## config.mk

```make
export PLATFORM = sky130hd
export DESIGN_NAME = psr_flag_unit_flat
export DESIGN_NICKNAME = d
export VERILOG_FILES = /design/src/rtl/psr_flag_unit_pkg.sv /design/src/rtl/psr_flag_unit_if.sv /design/src/rtl/psr_flag_unit_cond_eval.sv /design/src/rtl/psr_flag_unit.sv /design/src/flat_wrapper.sv
export SDC_FILE = /design/constraint.sdc
export NUM_CORES = 1
export LEC_CHECK = 0
export ABC_AREA = 1
export CAP_MARGIN = 30
export CORE_MARGIN = 2
export CORE_UTILIZATION = 41
export CTS_BUF_LIST = sky130_fd_sc_hd__clkbuf_8
export DETAILED_ROUTE_END_ITERATION = 10
export GPL_ROUTABILITY_DRIVEN = 0
export PLACE_DENSITY_LB_ADDON = 0.2
export SYNTH_ARGS = -nofsm -noshare
export SYNTH_HDL_FRONTEND = slang
export SYNTH_SLANG_ARGS = --single-unit
```

## constraint.sdc

```tcl
create_clock -name clk -period 1.3 [get_ports clk]
set_clock_uncertainty 0.1 [all_clocks]
set_input_delay 0.195 -clock clk [delete_from_list [all_inputs] [get_ports clk]]
set_output_delay 0.195 -clock clk [all_outputs]
set_load 0.05 [all_outputs]
```

## src/rtl/psr_flag_unit_pkg.sv

```systemverilog
// Shared definitions for the status-register stage: opcode and condition
// encodings, flag bit positions and the opcode class decode.
package psr_pkg;

   localparam logic [4:0] OPC_AND  = 5'd0;
   localparam logic [4:0] OPC_EOR  = 5'd1;
   localparam logic [4:0] OPC_SUB  = 5'd2;
   localparam logic [4:0] OPC_RSB  = 5'd3;
   localparam logic [4:0] OPC_ADD  = 5'd4;
   localparam logic [4:0] OPC_ADC  = 5'd5;
   localparam logic [4:0] OPC_SBC  = 5'd6;
   localparam logic [4:0] OPC_RSC  = 5'd7;
   localparam logic [4:0] OPC_TST  = 5'd8;
   localparam logic [4:0] OPC_TEQ  = 5'd9;
   localparam logic [4:0] OPC_CMP  = 5'd10;
   localparam logic [4:0] OPC_CMN  = 5'd11;
   localparam logic [4:0] OPC_ORR  = 5'd12;
   localparam logic [4:0] OPC_MOV  = 5'd13;
   localparam logic [4:0] OPC_BIC  = 5'd14;
   localparam logic [4:0] OPC_MVN  = 5'd15;
   localparam logic [4:0] OPC_AMB0 = 5'd16;
   localparam logic [4:0] OPC_AMB1 = 5'd17;
   localparam logic [4:0] OPC_AMB2 = 5'd18;
   localparam logic [4:0] OPC_AMB3 = 5'd19;
   localparam logic [4:0] OPC_AMB4 = 5'd20;

   localparam logic [3:0] COND_EQ = 4'h0;
   localparam logic [3:0] COND_NE = 4'h1;
   localparam logic [3:0] COND_CS = 4'h2;
   localparam logic [3:0] COND_CC = 4'h3;
   localparam logic [3:0] COND_MI = 4'h4;
   localparam logic [3:0] COND_PL = 4'h5;
   localparam logic [3:0] COND_VS = 4'h6;
   localparam logic [3:0] COND_VC = 4'h7;
   localparam logic [3:0] COND_HI = 4'h8;
   localparam logic [3:0] COND_LS = 4'h9;
   localparam logic [3:0] COND_GE = 4'hA;
   localparam logic [3:0] COND_LT = 4'hB;
   localparam logic [3:0] COND_GT = 4'hC;
   localparam logic [3:0] COND_LE = 4'hD;
   localparam logic [3:0] COND_AL = 4'hE;
   localparam logic [3:0] COND_NV = 4'hF;

   localparam int unsigned F_N = 3;
   localparam int unsigned F_Z = 2;
   localparam int unsigned F_C = 1;
   localparam int unsigned F_V = 0;

   typedef enum logic [1:0] {
      CLS_LOGIC,
      CLS_ARITH,
      CLS_ADDR,
      CLS_NONE
   } opc_class_e;

   // Unlisted opcodes fall into CLS_NONE and simply never touch the flags.
   function automatic opc_class_e opc_class(input logic [4:0] op);
      case (op)
         OPC_AND, OPC_EOR, OPC_TST, OPC_TEQ,
         OPC_ORR, OPC_MOV, OPC_BIC, OPC_MVN:   return CLS_LOGIC;
         OPC_SUB, OPC_RSB, OPC_ADD, OPC_ADC,
         OPC_SBC, OPC_RSC, OPC_CMP, OPC_CMN:   return CLS_ARITH;
         OPC_AMB0, OPC_AMB1, OPC_AMB2,
         OPC_AMB3, OPC_AMB4:                   return CLS_ADDR;
         default:                              return CLS_NONE;
      endcase
   endfunction

endpackage

```

## src/rtl/psr_flag_unit_if.sv

```systemverilog
// ALU-side bundle into the status-register stage and its registered results.
interface psr_flag_unit_if #(parameter int OPC_W = 5);
   logic             alu_valid;
   logic [OPC_W-1:0] alu_opcode;
   logic             s_bit;
   logic             alu_n;
   logic             alu_z;
   logic             alu_c;
   logic             alu_v;
   logic             shifter_c;
   logic [3:0]       cond;
   logic             cond_valid;
   logic             stall;
   logic [3:0]       flags_q;
   logic             carry_to_alu;
   logic             cond_pass;
   logic             cond_vld_q;

   modport master (
      output alu_valid, alu_opcode, s_bit, alu_n, alu_z, alu_c, alu_v,
             shifter_c, cond, cond_valid, stall,
      input  flags_q, carry_to_alu, cond_pass, cond_vld_q
   );

   modport slave (
      input  alu_valid, alu_opcode, s_bit, alu_n, alu_z, alu_c, alu_v,
             shifter_c, cond, cond_valid, stall,
      output flags_q, carry_to_alu, cond_pass, cond_vld_q
   );
endinterface

```

## src/rtl/psr_flag_unit_cond_eval.sv

```systemverilog
// Combinational ARM condition-code check; also used by the branch unit.
module cond_eval
   import psr_pkg::*;
(
   input  logic [3:0] cond_i,
   input  logic [3:0] flags_i,
   output logic       pass_o
);

   logic n, z, c, v;

   // Table lookup of the condition field against {N,Z,C,V}.
   always_comb begin
      n = flags_i[F_N];
      z = flags_i[F_Z];
      c = flags_i[F_C];
      v = flags_i[F_V];
      pass_o = 1'b0;
      case (cond_i)
         COND_EQ: pass_o = z;
         COND_NE: pass_o = ~z;
         COND_CS: pass_o = c;
         COND_CC: pass_o = ~c;
         COND_MI: pass_o = n;
         COND_PL: pass_o = ~n;
         COND_VS: pass_o = v;
         COND_VC: pass_o = ~v;
         COND_HI: pass_o = c & ~z;
         COND_LS: pass_o = ~c | z;
         COND_GE: pass_o = (n == v);
         COND_LT: pass_o = (n != v);
         COND_GT: pass_o = ~z & (n == v);
         COND_LE: pass_o = z | (n != v);
         COND_AL: pass_o = 1'b1;
         COND_NV: pass_o = 1'b0;
         default: pass_o = 1'b0;
      endcase
   end

endmodule

```

## src/rtl/psr_flag_unit.sv

```systemverilog
// Status-register stage behind the ALU: class-based flag latching and a
// registered condition-code evaluation result.
module psr_flag_unit
   import psr_pkg::*;
#(
   parameter bit BYPASS = 1'b1,
   parameter int OPC_W  = 5
) (
   input logic              clk,
   input logic              reset_n,
   psr_flag_unit_if.slave   bus
);

   logic [OPC_W-1:0] opc;
   logic [31:0]      opc_ext;
   opc_class_e       cls;
   logic             compare_op;
   logic             we;
   logic [3:0]       flags_d, flags_q;
   logic [3:0]       eval_flags;
   logic             pass_d, pass_q;
   logic             vld_d, vld_q;

   assign opc     = bus.alu_opcode;
   assign opc_ext = 32'(opc);

   // Class decode, write enable and next flag value.
   always_comb begin
      cls        = (opc_ext[31:5] == '0) ? opc_class(opc_ext[4:0]) : CLS_NONE;
      // TST/TEQ/CMP/CMN (8..11) share opc_ext[31:2] == 2.
      compare_op = (opc_ext[31:2] == 30'd2);
      we         = bus.alu_valid & ~bus.stall & (bus.s_bit | compare_op) &
                   ((cls == CLS_LOGIC) | (cls == CLS_ARITH));
      flags_d    = flags_q;
      case (cls)
         CLS_LOGIC: flags_d = {bus.alu_n, bus.alu_z, bus.shifter_c, flags_q[F_V]};
         CLS_ARITH: flags_d = {bus.alu_n, bus.alu_z, bus.alu_c, bus.alu_v};
         default:   flags_d = flags_q;
      endcase
      eval_flags = (BYPASS && we) ? flags_d : flags_q;
      vld_d      = bus.cond_valid & ~bus.stall;
   end

   cond_eval u_cond_eval (
      .cond_i  (bus.cond),
      .flags_i (eval_flags),
      .pass_o  (pass_d)
   );

   // Flag register and registered evaluation result; stall freezes state.
   always_ff @(posedge clk or negedge reset_n) begin
      if (!reset_n) begin
         flags_q <= '0;
         pass_q  <= 1'b0;
         vld_q   <= 1'b0;
      end else begin
         if (we) flags_q <= flags_d;
         if (vld_d) pass_q <= pass_d;
         vld_q <= vld_d;
      end
   end

   assign bus.flags_q      = flags_q;
   assign bus.carry_to_alu = flags_q[F_C];
   assign bus.cond_pass    = pass_q;
   assign bus.cond_vld_q   = vld_q;

endmodule

```

## src/flat_wrapper.sv

```systemverilog
// flat-port wrapper written by rule: the top's interface ports become plain ports
module psr_flag_unit_flat import psr_pkg::*;
#(
   parameter bit BYPASS = 1'b1,
   parameter int OPC_W  = 5
)
  (clk, reset_n, bus_alu_valid, bus_alu_opcode, bus_s_bit, bus_alu_n, bus_alu_z, bus_alu_c, bus_alu_v, bus_shifter_c, bus_cond, bus_cond_valid, bus_stall, bus_flags_q, bus_carry_to_alu, bus_cond_pass, bus_cond_vld_q);
  psr_flag_unit_if #(.OPC_W(OPC_W)) bus_i ();
  input logic clk;
  input logic reset_n;
  input wire logic [$bits(bus_i.alu_valid)-1:0] bus_alu_valid;
  input wire logic [$bits(bus_i.alu_opcode)-1:0] bus_alu_opcode;
  input wire logic [$bits(bus_i.s_bit)-1:0] bus_s_bit;
  input wire logic [$bits(bus_i.alu_n)-1:0] bus_alu_n;
  input wire logic [$bits(bus_i.alu_z)-1:0] bus_alu_z;
  input wire logic [$bits(bus_i.alu_c)-1:0] bus_alu_c;
  input wire logic [$bits(bus_i.alu_v)-1:0] bus_alu_v;
  input wire logic [$bits(bus_i.shifter_c)-1:0] bus_shifter_c;
  input wire logic [$bits(bus_i.cond)-1:0] bus_cond;
  input wire logic [$bits(bus_i.cond_valid)-1:0] bus_cond_valid;
  input wire logic [$bits(bus_i.stall)-1:0] bus_stall;
  output wire logic [$bits(bus_i.flags_q)-1:0] bus_flags_q;
  output wire logic [$bits(bus_i.carry_to_alu)-1:0] bus_carry_to_alu;
  output wire logic [$bits(bus_i.cond_pass)-1:0] bus_cond_pass;
  output wire logic [$bits(bus_i.cond_vld_q)-1:0] bus_cond_vld_q;
  assign bus_i.alu_valid = bus_alu_valid;
  assign bus_i.alu_opcode = bus_alu_opcode;
  assign bus_i.s_bit = bus_s_bit;
  assign bus_i.alu_n = bus_alu_n;
  assign bus_i.alu_z = bus_alu_z;
  assign bus_i.alu_c = bus_alu_c;
  assign bus_i.alu_v = bus_alu_v;
  assign bus_i.shifter_c = bus_shifter_c;
  assign bus_i.cond = bus_cond;
  assign bus_i.cond_valid = bus_cond_valid;
  assign bus_i.stall = bus_stall;
  assign bus_flags_q = bus_i.flags_q;
  assign bus_carry_to_alu = bus_i.carry_to_alu;
  assign bus_cond_pass = bus_i.cond_pass;
  assign bus_cond_vld_q = bus_i.cond_vld_q;
  psr_flag_unit #(.BYPASS(BYPASS), .OPC_W(OPC_W)) u_core (.clk(clk), .reset_n(reset_n), .bus(bus_i));
endmodule
```

# == Yosys cells after proc, flatten, opt, wreduce, memory -nomap -nowiden ==
# Memories as Yosys holds them, arrays and structs flattened.
# Index checks and enable logic that the tools add are counted.
# Widths: inputs -> output; s select.
# totals
ff_bits,6
latch_bits,0
ram_bits,0
rom_bits,64
inputBits,20
out_inout_bits,7
wordCells,43
n_memories,1
# memory_table
memory,words,word_bits,read_ports,rd_ports_with_merged_regs,wr,line_no,rtl
(no name shown),32,2,1,0,0,psr_flag_unit_pkg.sv:58,case (op)
# classes
addsub,0
mul,0
div,0
n_lt_le_gt_ge,0
eq_ne,19
shift,0
n_mux,3
n_bitwise,15
n_reduce_logical,2
# ops
cell,count
$eq 4x4->1 const B,8
$eq 4x3->1 const B,4
$pmux 1 s16,1
$eq 4x2->1 const B,2
$pmux 4 s2,1
$and 1x1->1,6
$not 1->1,5
$eq 4x1->1 const B,1
$logic_not 4->1,1
$mux 4,1
$or 1x1->1,4
$eq 3x2->1 const B,1
$eq 2x1->1 const B,1
$logic_not 2->1,1
$eq 1x1->1,1
$ne 1x1->1,1

# == Depth between registers and ports, before layout ==
# depth
ltp_word,8
mapped_depth,16
depth_no_buf,16

# == Cells and area by module ==
# A second synthesis with hierarchy kept.
# unflattened
cells_unflattened,91
hier_area_um2,553.0
# modules_own_cells
mod,instances,cells_per_inst,area_per_inst_um2,seq_area_each_um2
psr_flag_unit,1,46,347.8,150.1
cond_eval,1,45,205.2,0.0

# == Worst setup path after synthesis ==
# No wires, ideal clock.
# synth_path
kind,register to register
from,register u_core.flags_q[0] (netlist: u_core.bus.flags_q[0])
to,register u_core.pass_q (netlist: u_core.bus.cond_pass)
setup_ps,118
arrival_ps,1325
t_required_ps,1082
slack_ps,-243
path_stages_with_launch,12
n_path_buf,0
synth_period_minus_slack_ps,1543
cell_sequence,dfrtp_1 > inv_1 > nand2_1 > nand2_2 > nand2_1 > o21ai_0 > nor2_1 > nand2_1 > nor2_1 > nand3_1 > nand2_1 > nand2_1
# synth_via
elab_chain_len,5
elab_cells_between_ends,8
classes_between,eq/ne (2); mux (3); bitwise (3)
# synth_rtl
item,line_no,rtl
from (decl),psr_flag_unit.sv:19,"logic [3:0] flags_d, flags_q;"
from (signal assigned),psr_flag_unit.sv:57,if (we) flags_q <= flags_d;
$pmux 4 s2,psr_flag_unit.sv:35,case (cls)
$mux 4 *,psr_flag_unit.sv:40,eval_flags = (BYPASS && we) ? flags_d : flags_q;
$ne 1x1->1 / $eq 1x1->1 (equally long branches),--,
$or 1x1->1 / $and 1x1->1 (equally long branches),"psr_flag_unit_cond_eval.sv:33, psr_flag_unit_cond_eval.sv:32",
$pmux 1 s16 *,psr_flag_unit_cond_eval.sv:19,case (cond_i)
to (signal assigned),psr_flag_unit.sv:58,if (vld_d) pass_q <= pass_d;
to (decl),psr_flag_unit.sv:21,"logic pass_d, pass_q;"
# Every way passes the cells marked *; elsewhere a longest branch is shown, timed or not.
# A chain may end at the register's enable or synchronous reset.

# == Worst setup path in the final report ==
# layout_path
from,input bus_stall
to,register u_core.pass_q (netlist: u_core.bus.cond_pass)
# layout_via
elab_chain_len,8
elab_cells_between_ends,17
classes_between,eq/ne (2); mux (2); bitwise (13)
# layout_rtl
item,line_no,rtl
from (decl),flat_wrapper.sv:21,input wire logic [$bits(bus_i.stall)-1:0] bus_stall;
$not 1->1 *,"psr_flag_unit.sv:32, psr_flag_unit.sv:41",
$and 1x1->1 (3 in series),psr_flag_unit.sv:32,we = bus.alu_valid & ~bus.stall & (bus.s_bit | compare_op) &
$mux 4,psr_flag_unit.sv:40,
$ne 1x1->1 (tied with other cells),"psr_flag_unit_cond_eval.sv:31, psr_flag_unit_cond_eval.sv:33",
$or 1x1->1 (tied with other cells),psr_flag_unit_cond_eval.sv:33,COND_LE: pass_o = z | (n != v);
$pmux 1 s16,psr_flag_unit_cond_eval.sv:19,
# Marked as above.

==> impl_results.md <==
- Largest delay share family, worst path: simple AND/OR/NAND/NOR gates
- Clock-pin slew on the worst setup and hold paths: 40 ps
- DR top layer: met4
- Starting Density: 44.2%
- Final Power: 1.27 mW
- Clock Path Buffers: 2
- Root Buffer: clkbuf_8
- Hold_buf cts: 0
- Met2 routed WL: 1.14 mm
- Row cnt: 13
- Unrepaired setup endpoints after global routing: true
- Slew HR: 82.6%
- Share of post-route cells with drive strength above 1: between 40% and 50%
- GRT Util Overall: 25.7%
- Routed WL per cell: 13.3 um
- Leak: 0.608 nW
- Die height: 41.5 um
- Fillers: 77
- Failing checks: setup timing
- Met3 WL: 134 um
- Cell Chain, Critical Path: buf_6, inv_4, nand2_4, nor2_4, nand2_4, inv_2, nand2_2, nand2_4, nand2_1, nand2_1, nand2_1, nand2_1, nand2_1, nor2_1, nand3_1, nand2_1, nand2_1
- Vias in the first global route: 815
- Clock H-tree levels: 1
- Startpoint Class: input pin
- Critical Path AT: 1440 ps
- DR pass1 iterations: 4
- Met1 Wirelength: approximately 750 um
- Worst Hold Class: in -> async
- IO Count: 27
- Vias per cell: around 5
- Status: finished, violations left
- CP required: 1310 ps
- Routed wire length: 2.10 mm
- Final ANT Viol Nets: 0
- Crit Path Class: in -> reg
- Largest net degree at the start of global routing: 7
- Via count: 796
- Mapped Cells: 99
- Initial DRC count: 14
- Stages on the worst setup path: 17
- Max incr delay on CP: 150 ps
- Worst-path maximum fanout: 5
- Crit-path most repeated cell: nand2_1
- Antenna diodes: 0
- R2R cell count: 10
- Total core area: ~0.0013 mm^2
- CTS Sinks: 6
- Clock Latency Late Sink: 230 ps
- Drc violations: 0
- Area delta synth->final: 95.0%
- DP Wirelength: around 1.4 mm
- Register area: 155 um^2
- Maximum clock frequency: about 700 MHz
- Mean Syn Cell Area: just under 6 um^2
- Max-Cap Viols: 0
- Port-buffer cells: 25
- Num CTS Buffers: 3
- Max-slew violation count: 0
- Final count of hold timing violations: 0
- Number of synthesis warnings: 0
- Area of the multi-input gates: 413 um^2
- Crit-path slowest cell: nor2_4
- Final worst slack: -128 ps
- Peak supply drop: 0.684 mV
- Final Util: 86.3%
- Number of library cell types mapped by synthesis: 17
- Worst-Margin Slew: 261 ps
- Setup violations, final: 1
- Power Density: between 1000 and 1500 mW/mm^2
- Grt total ovfl: 0
- NumNets Final: between 150 and 200
- Bufs and invs on worst path: 3
- Crit path time final: 1430 ps
- Syn nets: 119
- Initial antenna violation count: 0
- #FFs+latches synth: 6
- Die area: ~0.0017 mm^2
- First-pass GRT wire length: approximately 3.4 mm
- Die width: slightly above 40 um
- Setup crit end kind: flip-flop
- CTS tree: built
- Mapped Area: 576 um^2
- Fin crit share: 110%
- Post-synthesis sequential area ratio: 26.1%
## synthesized netlist by cell type
library cell | count | area [um^2]
o21ai_1 | 1 | 5.00
nor2_1 | 8 | 30.0
buf_4 | 1 | 7.51
nor2_4 | 1 | 11.3
nor4_1 | 1 | 6.26
nand2_4 | 2 | 22.5
nand3_1 | 7 | 35.0
nor3_1 | 2 | 10.0
dfrtp_1 | 6 | 150
a21oi_1 | 3 | 15.0
inv_2 | 4 | 15.0
nand2_2 | 6 | 37.5
inv_1 | 16 | 60.1
nand3b_1 | 2 | 15.0
o21ai_0 | 3 | 15.0
nand2_1 | 34 | 128
nand4_1 | 2 | 12.5
## placed cells by master, fill, tap and decap left out, types with 3 or more instances in the layout
master | netlist | layout
a21oi_1 | 3 | 3
buf_12 | 0 | 7
buf_2 | 0 | 3
buf_4 | 1 | 16
clkbuf_8 | 0 | 3
clkdlybuf4s50_1 | 0 | 4
dfrtp_2 | 0 | 4
dlygate4sd2_1 | 0 | 7
inv_1 | 16 | 16
inv_2 | 4 | 4
nand2_1 | 34 | 28
nand2_2 | 6 | 7
nand2_4 | 2 | 7
nand3_1 | 7 | 3
nand3_2 | 0 | 4
nor2_1 | 8 | 8
## cell type report
class	count	area share (%)
Clock buffer	3	3.68
Clock inverter	1	0.334
Inverter	20	6.91
Multi-Input combinational cell	72	36.8
Sequential cell	6	13.8
Tap cell	15	1.67
Timing Repair Buffer	41	36.8
## report_power, final
part,total [mW],internal (mW),switching [mW]
clock,0.287,0.203,0.0842
sequential,0.261,0.227,0.0338
combinational,0.721,0.331,0.390
## per-layer routing
metal / vias to the layer above / global-route usage, %
met5: - / 0
met4: 0 / 19.4
met3: 8 / 3.48
met2: 37 / 47.5
met1: 361 / 25.3
li1: 390 / -
## through the flow
stage | hold slack [ps] | worst slack [ps] | cell area [um^2] | instances | TNS [ps]
floorplan | -201 | -92.2 | 581 | 99 | -92.2
global placement | 351 | -605 | 1010 | 151 | -1110
detailed placement | 352 | -665 | 1010 | 151 | -1360
CTS | 117 | -83.4 | 1100 | 157 | -83.4
global route | 128 | -232 | 1120 | 158 | -232
finish | 106 | -128 | 1120 | 158 | -128
## kinds of logic (layout without fill, tap and decap cells)
logic type / Yosys count / in the layout / synth area share [%]
AND/OR/NAND/NOR: 65 / 65 / 53.5
flip-flops: 6 / 6 / 26.1
buffers and inverters: 21 / 65 / 14.3
AO/OA/AOI/OAI: 7 / 7 / 6.08
## worst paths after layout
path                                       startpoint                     to  slack, ps
worst max-delay path                        bus_stall   u_core.bus.cond_pass       -130
worst min-delay path                          reset_n  u_core.bus.flags_q[1]        110
worst max register to register  u_core.bus.flags_q[0]   u_core.bus.cond_pass        -90
worst min register to register   u_core.bus.cond_pass   u_core.bus.cond_pass        440
max in group asynchronous                     reset_n  u_core.bus.flags_q[2]        760
min in group clk                    bus_alu_opcode[4]  u_core.bus.flags_q[3]        220
## repair_timing
action / 4_1_cts / 5_1_grt
endpoints found under the setup margin: 1 / 1
buffers inserted: 2 / 1
pin swaps: 23 / 14
resized for setup: 41 / 8
## flip-flops by register name, summed over array words and instances (netlist names)
name and flops:
u_core.bus.cond_pass 1, u_core.bus.cond_vld_q 1, u_core.bus.flags_q 4
## worst register-to-register path, delay by kind of cell (launching register included)
family	cells	cell delay [ps]
compound gates	1	90
flops	1	400
buf+inv	1	70
simple gates	8	610
No activity file was read; power rests on OpenSTA's default activity.
